<file path="src/rtl/scan_line_sequencer.sv">
// scan_line_sequencer: per-line settle/transmit/receive timing, depth gate and markers,
// bouncing beam angle handed to the line store over valid/ready.
module scan_line_sequencer #(
  parameter int SETTLE_CYCLES = 20000,
  parameter int TX_CYCLES     = 50,
  parameter int RX_CYCLES     = 2000,
  parameter int CM_CYCLES     = 65,
  parameter int ANGLE_MAX     = 90
) (
  input  logic       clock,
  input  logic       resetn,
  input  logic       on,
  input  logic       home,
  input  logic       line_ready,
  output logic       increment,
  output logic       transmit,
  output logic       receive,
  output logic       z_on,
  output logic       markers,
  output logic       line_valid,
  output logic [7:0] line_angle
);
  typedef enum logic [2:0] {IDLE, SETTLE, TX, RX, HANDOFF} state_t;
  localparam logic [7:0] AMAX = 8'(ANGLE_MAX);
  state_t      state, state_n;
  logic [15:0] cnt, cnt_n, dcnt, dcnt_n;
  logic [7:0]  angle_n;
  logic        up, up_n;
  logic        increment_n, transmit_n, receive_n, z_on_n, markers_n, line_valid_n;
  always_ff @(posedge clock or negedge resetn) begin
    if (!resetn) begin
      state      <= IDLE;
      cnt        <= '0;
      dcnt       <= '0;
      line_angle <= '0;
      up         <= 1'b1;
      increment  <= 1'b0;
      transmit   <= 1'b0;
      receive    <= 1'b0;
      z_on       <= 1'b0;
      markers    <= 1'b0;
      line_valid <= 1'b0;
    end else begin
      state      <= state_n;
      cnt        <= cnt_n;
      dcnt       <= dcnt_n;
      line_angle <= angle_n;
      up         <= up_n;
      increment  <= increment_n;
      transmit   <= transmit_n;
      receive    <= receive_n;
      z_on       <= z_on_n;
      markers    <= markers_n;
      line_valid <= line_valid_n;
    end
  end
  always_comb begin
    state_n = state;
    angle_n = line_angle;
    up_n    = up;
    case (state)
      IDLE: begin
        if (home) begin
          angle_n = '0;
          up_n    = 1'b1;
        end
        if (on) state_n = SETTLE;
      end
      SETTLE:  if (cnt == 16'(SETTLE_CYCLES - 1)) state_n = TX;
      TX:      if (cnt == 16'(TX_CYCLES - 1)) state_n = RX;
      RX:      if (cnt == 16'(RX_CYCLES - 1)) state_n = HANDOFF;
      HANDOFF: if (line_ready) begin
        if (home) begin
          angle_n = '0;
          up_n    = 1'b1;
        end else if (up) begin
          angle_n = (line_angle == AMAX) ? AMAX - 8'd1 : line_angle + 8'd1;
          up_n    = line_angle != AMAX;
        end else begin
          angle_n = (line_angle == 8'd0) ? 8'd1 : line_angle - 8'd1;
          up_n    = line_angle == 8'd0;
        end
        state_n = on ? SETTLE : IDLE;
      end
      default: state_n = IDLE;
    endcase
    cnt_n  = (state_n != state) ? '0 : cnt + 16'd1;
    dcnt_n = (state_n != RX || state != RX || dcnt == 16'(CM_CYCLES - 1)) ? '0 : dcnt + 16'd1;
  end
  // Outputs are decoded from the next-cycle values so they leave the block registered.
  always_comb begin
    increment_n  = state_n == SETTLE && cnt_n == '0;
    transmit_n   = state_n == TX;
    receive_n    = state_n == RX;
    z_on_n       = state_n == RX && cnt_n >= 16'(CM_CYCLES);
    markers_n    = state_n == RX && dcnt_n == '0 && cnt_n != '0;
    line_valid_n = state_n == HANDOFF;
  end
endmodule

</file>
<file path="config.mk">
export PLATFORM = sky130hd
export DESIGN_NAME = scan_line_sequencer
export DESIGN_NICKNAME = d
export VERILOG_FILES = /design/src/rtl/scan_line_sequencer.sv
export SDC_FILE = /design/constraint.sdc
export NUM_CORES = 1
export LEC_CHECK = 0
export ABC_CLOCK_PERIOD_IN_PS = 5500
export CAP_MARGIN = 20
export CORE_MARGIN = 1
export CORE_UTILIZATION = 45
export DETAILED_ROUTE_END_ITERATION = 10
export SYNTH_ARGS = -nofsm -noshare
export SYNTH_HDL_FRONTEND = slang
export SYNTH_SLANG_ARGS = --single-unit
</file>
<file path="constraint.sdc">
create_clock -name clock -period 5.5 [get_ports clock]
set_input_delay 1.1 -clock clock [delete_from_list [all_inputs] [get_ports clock]]
set_output_delay 1.1 -clock clock [all_outputs]
set_load 0.03 [all_outputs]
</file>
==> results of run 1 <==
==> layout make-up <==
type | count | area share (%)
Clock buffer | 5 | 1.93
Clock inverter | 3 | 1.12
Inverter | 7 | 0.738
Multi-Input combinational cell | 294 | 52.5
Sequential cell | 50 | 35.2
Tap cell | 96 | 3.37
Timing Repair Buffer | 19 | 5.13
==> synthesized netlist by cell type, types with 6 or more instances <==
cell type / instances
sky130_fd_sc_hd__xnor2_1: 17
sky130_fd_sc_hd__and3_1: 6
sky130_fd_sc_hd__nor3_1: 11
sky130_fd_sc_hd__ha_1: 8
sky130_fd_sc_hd__nor4b_1: 6
sky130_fd_sc_hd__nand2_1: 39
sky130_fd_sc_hd__dfrtp_1: 49
sky130_fd_sc_hd__clkbuf_1: 14
sky130_fd_sc_hd__o21ai_0: 19
sky130_fd_sc_hd__a21oi_1: 6
sky130_fd_sc_hd__xor2_1: 18
sky130_fd_sc_hd__nor4_1: 6
sky130_fd_sc_hd__buf_2: 11
sky130_fd_sc_hd__nor3b_1: 6
sky130_fd_sc_hd__nor2_1: 55
sky130_fd_sc_hd__inv_1: 7
sky130_fd_sc_hd__nand3_1: 19
==> power groups by stage <==
| stage | combinational (mW) | sequential (mW) | clock (mW) |
|---|---|---|---|
| after floorplan | 0.166 | 0.425 | 0 |
| after global placement | 0.169 | 0.457 | 0 |
| after detailed placement | 0.170 | 0.458 | 0 |
| after CTS | 0.171 | 0.451 | 0.276 |
| after global routing | 0.193 | 0.459 | 0.286 |
| final | 0.169 | 0.451 | 0.263 |
==> registers in the layout (all words and copies together), names as in the netlist <==
signal and flops:
state 3, z_on 1, receive 1, dcnt 16, line_angle 8, markers 1
up 1, transmit 1, increment 1, cnt 16, line_valid 1
==> logic make-up after synthesis <==
family | after synthesis | synth area share [%]
multiplexers | 3 | 0.916
AND/OR/NAND/NOR | 181 | 28.7
XOR/XNOR | 35 | 9.35
flip-flops | 50 | 38.2
AO/OA/AOI/OAI | 67 | 15.0
adder cells (fa/ha/maj) | 8 | 3.05
buffers and inverters | 34 | 4.77
==> through the flow <==
stage / power [mW] / hold WS [ps] / util (%) / setup WS [ps]
3_3_place_gp: 0.627 / 530 / 50.0 / 2550
3_5_place_dp: 0.628 / 535 / 50.0 / 2500
6_report: 0.883 / 545 / 51.5 / 2790
5_1_grt: 0.938 / 612 / 51.5 / 2640
2_1_floorplan: 0.590 / 491 / - / 3260
4_1_cts: 0.898 / 549 / 51.5 / 2790
==> how the worst max path moves through the flow <==
stage,end,cells after the start,startpoint
6_report,line_angle[3],6,line_ready
2_1_floorplan,line_angle[6],6,line_ready
4_1_cts,line_angle[4],1,line_angle[4]
5_1_grt,line_angle[6],7,line_ready
3_5_place_dp,line_angle[3],6,line_ready
3_3_place_gp,line_angle[6],7,line_ready
==> routing by layer <==
metal  wire length, um  part of all wire, %
met1              3520                   51
met4                62                 0.90
met3               203                  3.0
met5                 0                    0
met2              3090                   45
==> results.py, run 1 <==
metrics = {
    "run_status": {
        "run_status": "complete, no violations",
    },
    "die": {
        "design.core.area_um2": 6910,
        "rows": 30,
        "floorplan.die_area_um2": 7630,
        "num_io_pins": 19,
        "die_extent_in_x_um": 87.4,
        "dieHeight_um": 87.4,
        "initial_utilization_pct": 47.5,
    },
    "cts": {
        "tritoncts": "built",
        "cts_hold_buffers": 0,
        "cts_root_buf": "sky130_fd_sc_hd__clkbuf_8",
        "clkSlewWorstSetupHoldPaths_ps": 100,
        "clock_latency_ps": 310,
        "clk_path_buf_depth": 2,
        "post_cts_resize_count": 0,
        "postCtsSetupRepairBufs": 0,
        "cts_made_buffers": 5,
        "number_of_clock_sinks_seen_by_cts": 50,
        "ctsHtreeMaxLevel": 2,
    },
    "route": {
        "wirelength_mm": 6.88,
        "detailedRoute.firstIterationViolations": 112,
        "vias": 2675,
        "routedWlPerCell_um": 14.5,
        "drcViolationCount": 0,
        "drt-vias-per-instance": 5.64,
        "detail_route.first_pass.iterations": 4,
        "antenna_violation_net_count_after_detailed_routing": 0,
    },
    "min_path": {
        "worst_hold_path.num_cells": 1,
        "hp-start": "dcnt[0]",
        "timing.hold.worst_endpoint": "dcnt[0]",
        "worst_hold_path_type": "flop to flop",
    },
    "layout": {
        "post_route_cells_drive_above_1_share_pct": 6.08,
        "mostFrequentLayoutCell": "sky130_fd_sc_hd__nor2_1",
        "finish.instance_area_um2": 3560,
        "instances_no_fill": 474,
        "multiInputGateArea_um2": 1870,
        "antenna_cells_inserted": 0,
        "layout_overhead_on_the_synthesized_area_pct": 8.59,
        "layout.cells.most_common_list": "sky130_fd_sc_hd__nor2_1, sky130_fd_sc_hd__dfrtp_1, sky130_fd_sc_hd__nand2_1",
        "design.final.nets": 390,
        "layout.area.seq_um2": 1250,
        "fillerInstances": 655,
    },
    "pwr": {
        "max-vdd-ir-drop_uv": 113,
        "p_per_area_nw_per_um2": 248,
        "netSwitchingFraction_pct": 31.1,
        "sequentialPowerShare_pct": 51.1,
        "power_frac_clock_pct": 29.7,
        "power.static_leakage_nw": 1.39,
        "p_sw_uw": 275,
        "pwr-share-comb_pct": 19.2,
        "internal_power_uw": 608,
    },
    "synthesis": {
        "synth.cell_area_um2": 3280,
        "postSynthRegisterBits": 50,
        "syn-num-nets": 391,
        "post-synth-top-area-cell": "sky130_fd_sc_hd__dfrtp_1",
        "synthDominantCellAreaShare_pct": 37.4,
        "mapped_avg_cell_area_um2": 8.67,
        "synth.top_cells.by_area": "sky130_fd_sc_hd__dfrtp_1, sky130_fd_sc_hd__nor2_1, sky130_fd_sc_hd__xor2_1, sky130_fd_sc_hd__xnor2_1, sky130_fd_sc_hd__nand2_1",
        "synthesis.yosys.warnings": 0,
        "synth-edff-count": 0,
        "seq_area_frac_synth_pct": 38.2,
        "asyncSetResetFlopFracSynth_pct": 100,
        "synth_ff_type": "sky130_fd_sc_hd__dfrtp_1",
        "count_of_unique_library_cells_instantiated_by_yosys": 62,
        "post_synth_inst_count": 378,
    },
    "global_routing": {
        "first_global_vias": 2472,
        "grt_antenna_before_repair": 0,
        "grt_overflow": 0,
        "globalRoute.busiestLayer": "met2",
        "gr-usage-met2_pct": 30.5,
        "grt_start_max_net_pins": 51,
        "grt_pass1_wl_mm": 11.9,
        "grt_use_met3_pct": 3.13,
        "gr_layer_usage_met1_pct": 28.6,
        "all_layer_global_routing_usage_pct": 19.7,
    },
    "placement": {
        "dpl.cell_count": 466,
        "placedInstanceArea_um2": 3450,
        "globalplace.congestion": 0.857,
        "numPortBuffers": 18,
        "detailed_place_hpwl_mm": 4.74,
    },
    "flow_run": {
        "drv.max_cap_violation_count": 0,
    },
    "critical_path": {
        "cp_delay_by_family_top": "compound AO/OA/AOI/OAI gates",
        "slowest_stage": "sky130_fd_sc_hd__clkdlybuf4s50_1",
        "critical_path.max_fanout": 8,
        "timing.critical_path.to_type": "flop",
        "reg2reg_depth": 7,
        "timing.critical_path.buf_inv": 1,
        "cp_data_required_time_ps": 5760,
        "timing.reg2reg.setup_slack_ps": 2890,
        "reg2reg_to": "increment",
        "timing.critical_path.cells": "clkdlybuf4s50_1 -> nand2_1 -> nor4_4 -> o21ai_0 -> a2111oi_0 -> a21o_1",
        "critical_path.reg2reg.startpoint": "cnt[0]",
        "timing_worst_setup_path_type": "primary input to flop",
        "delay_of_the_slowest_cell_on_the_worst_path_ps": 510,
        "cp-start-kind": "primary input",
        "critPathArrivalTime_ps": 2960,
    },
    "sta": {
        "finClkSkew_ps": 12.2,
        "final.min_clock_period_ps": 2710,
        "final-max-slew-violation-count": 0,
        "setup_viol": 0,
        "worst-slew-pin-transition_ps": 624,
        "hold_viol": 0,
        "setup_tns_ps": 0,
        "headroom_to_the_max_slew_limit_pct": 58.1,
        "finalCritPeriodShare_pct": 49.2,
        "achievable-frequency_mhz": 370,
        "rsz0062_at_grt": "false",
    },
}
No activity file was read; power rests on OpenSTA's default activity.
==> inputs of run 2 (changes only) <==
--- a/config.mk
+++ b/config.mk
@@ -5,11 +5,12 @@
 export SDC_FILE = /design/constraint.sdc
 export NUM_CORES = 1
 export LEC_CHECK = 0
-export ABC_CLOCK_PERIOD_IN_PS = 5500
+export ABC_CLOCK_PERIOD_IN_PS = 2400
 export CAP_MARGIN = 20
 export CORE_MARGIN = 1
 export CORE_UTILIZATION = 45
 export DETAILED_ROUTE_END_ITERATION = 10
+export PLACE_DENSITY = 0.65
 export SYNTH_ARGS = -nofsm -noshare
 export SYNTH_HDL_FRONTEND = slang
 export SYNTH_SLANG_ARGS = --single-unit
==> constraint.sdc (replaced) <==
create_clock -name clock -period 2.4 [get_ports clock]
set_input_delay 0.48 -clock clock [delete_from_list [all_inputs] [get_ports clock]]
set_output_delay 0.48 -clock clock [all_outputs]
set_load 0.03 [all_outputs]
==> results.py, run 2 (same netlist as run 1, synthesis figures left out) <==
metrics = {
    "route": {
        "detailedRoute.firstIterationViolations": 131,
        "vias": 2763,
        "drcViolationCount": 0,
        "antenna_violation_net_count_after_detailed_routing": 0,
        "detail_route.first_pass.iterations": 5,
        "highest_metal_layer_with_signal_wires": "met4",
        "routedWlPerCell_um": 14.6,
        "drt-vias-per-instance": 5.55,
        "drt-met1-wl_mm": 3.56,
        "wirelength_mm": 7.27,
        "met2WireLength_mm": 3.41,
        "routed-wl-met3_um": 270,
    },
    "global_routing": {
        "first_global_vias": 2564,
        "grt_overflow": 0,
        "grt_antenna_before_repair": 0,
        "grt_pass1_wl_mm": 12.4,
        "all_layer_global_routing_usage_pct": 20.4,
        "grt_start_max_net_pins": 28,
    },
    "sta": {
        "final-max-slew-violation-count": 0,
        "finClkSkew_ps": 14.4,
        "post-route-worst-setup-slack_ps": 165,
        "setup_viol": 0,
        "rsz0062_at_grt": "false",
        "headroom_to_the_max_slew_limit_pct": 60.7,
        "whs_ps": 172,
        "finalCritPeriodShare_pct": 93.1,
        "final.min_clock_period_ps": 2240,
        "setup_tns_ps": 0,
        "hold_viol": 0,
        "achievable-frequency_mhz": 447,
        "worst-slew-pin-transition_ps": 589,
    },
    "die": {
        "rows": 30,
        "dieHeight_um": 87.4,
        "num_io_pins": 19,
        "initial_utilization_pct": 47.5,
        "design.core.area_um2": 6910,
        "floorplan.die_area_um2": 7630,
        "die_extent_in_x_um": 87.4,
    },
    "layout": {
        "mostFrequentLayoutCell": "sky130_fd_sc_hd__nor2_1",
        "finish.instance_area_um2": 3760,
        "layout.cells.most_common_list": "sky130_fd_sc_hd__nor2_1, sky130_fd_sc_hd__dfrtp_1, sky130_fd_sc_hd__nand2_1",
        "design.final.nets": 414,
        "post_route_cells_drive_above_1_share_pct": 11.4,
        "postLayoutCoreUtil_pct": 54.4,
        "layout_overhead_on_the_synthesized_area_pct": 14.7,
        "antenna_cells_inserted": 0,
        "layout_top_registers": "cnt: 16 flops, dcnt: 16 flops, line_angle: 8 flops",
    },
    "critical_path": {
        "slowest_stage": "sky130_fd_sc_hd__dfrtp_1",
        "timing.reg2reg.setup_slack_ps": 160,
        "timing.critical_path.buf_inv": 1,
        "timing.critical_path.cells": "nand3b_1 -> or4_1 -> or3_1 -> and2_1 -> o21ai_4 -> buf_4 -> nor2_1",
        "cp_delay_by_family_top": "simple AND/OR/NAND/NOR gates",
        "reg2reg_depth": 7,
        "critical_path.max_fanout": 13,
        "timing.critical_path.to_type": "flop",
        "cp_num_cells": 7,
        "timing_worst_setup_path_type": "flop to flop",
        "cp_data_required_time_ps": 2590,
        "critPathArrivalTime_ps": 2430,
        "delay_of_the_slowest_cell_on_the_worst_path_ps": 590,
        "cp-start-kind": "flop",
    },
    "placement": {
        "globalplace.congestion": 0.887,
        "numPortBuffers": 18,
        "placedInstanceArea_um2": 3620,
        "place_worst_setup_slack_ps": 55.7,
        "detailed_place_hpwl_mm": 5.13,
    },
    "flow_run": {
        "drv.max_cap_violation_count": 0,
    },
    "cts": {
        "clock_latency_ps": 300,
        "clk_path_buf_depth": 2,
        "tritoncts": "built",
        "clkSlewWorstSetupHoldPaths_ps": 90,
        "ctsHtreeMaxLevel": 2,
        "cts_root_buf": "sky130_fd_sc_hd__clkbuf_8",
        "number_of_clock_sinks_seen_by_cts": 50,
        "cts_made_buffers": 5,
    },
    "pwr": {
        "max-vdd-ir-drop_uv": 274,
        "power.static_leakage_nw": 1.52,
        "p_per_area_nw_per_um2": 567,
    },
    "run_status": {
        "run_status": "complete, no violations",
    },
    "min_path": {
        "worst_hold_path_type": "primary input to asynchronous set/reset pin",
    },
}
[run 2: layer usage]
| metal | vias to the layer above | track usage [%] |
|---|---|---|
| met5 | - | 0 |
| met4 | 0 | 5.37 |
| met3 | 2 | 3.03 |
| met2 | 62 | 32.0 |
| met1 | 1320 | 29.5 |
| li1 | 1379 | - |
[run 2: power breakdown]
part / internal, mW / switching [mW] / total, mW
logic: 0.238 / 0.269 / 0.506
registers: 0.903 / 0.0975 / 1.00
clock network: 0.341 / 0.285 / 0.626
total: 1.48 / 0.651 / 2.13
[run 2: worst reg2reg max path: cells and delay by family (launching register included)]
family | cells | cell delay [ps]
and+or+nand+nor | 5 | 1270
DFF | 1 | 590
buffers and inverters | 1 | 190
AOI/OAI and AO/OA | 1 | 100
[run 2: layout make-up]
| type | count | area [um^2] |
|---|---|---|
| Clock buffer | 7 | 86.3 |
| Sequential cell | 50 | 1250 |
| Tap cell | 96 | 120 |
| Timing Repair Buffer | 43 | 375 |
| Multi-Input combinational cell | 294 | 1870 |
| Clock inverter | 1 | 30.0 |
| Inverter | 7 | 26.3 |
| Fill cell | 668 | 3150 |
[run 2: repair_timing]
item,4_1_cts,5_1_grt
resized for setup,0,1
setup endpoints to repair,0,3
endpoints found under the hold margin,0,0
hold buffers,0,0
buffers inserted,0,3
[run 2: final timing paths]
| kind | to | from |
|---|---|---|
| max | cnt[7] | cnt[4] |
| min | cnt[7] | resetn |
| max reg2reg | cnt[7] | cnt[4] |
| min reg2reg | dcnt[0] | dcnt[0] |
| max in group asynchronous | up | resetn |
| min in group clock | dcnt[0] | dcnt[0] |
[run 2: stage by stage]
stage	instances	power (mW)
final	498	2.13
after global routing	498	2.25
after global placement	487	1.49
after CTS	495	2.14
after detailed placement	487	1.51
after floorplan	378	1.35
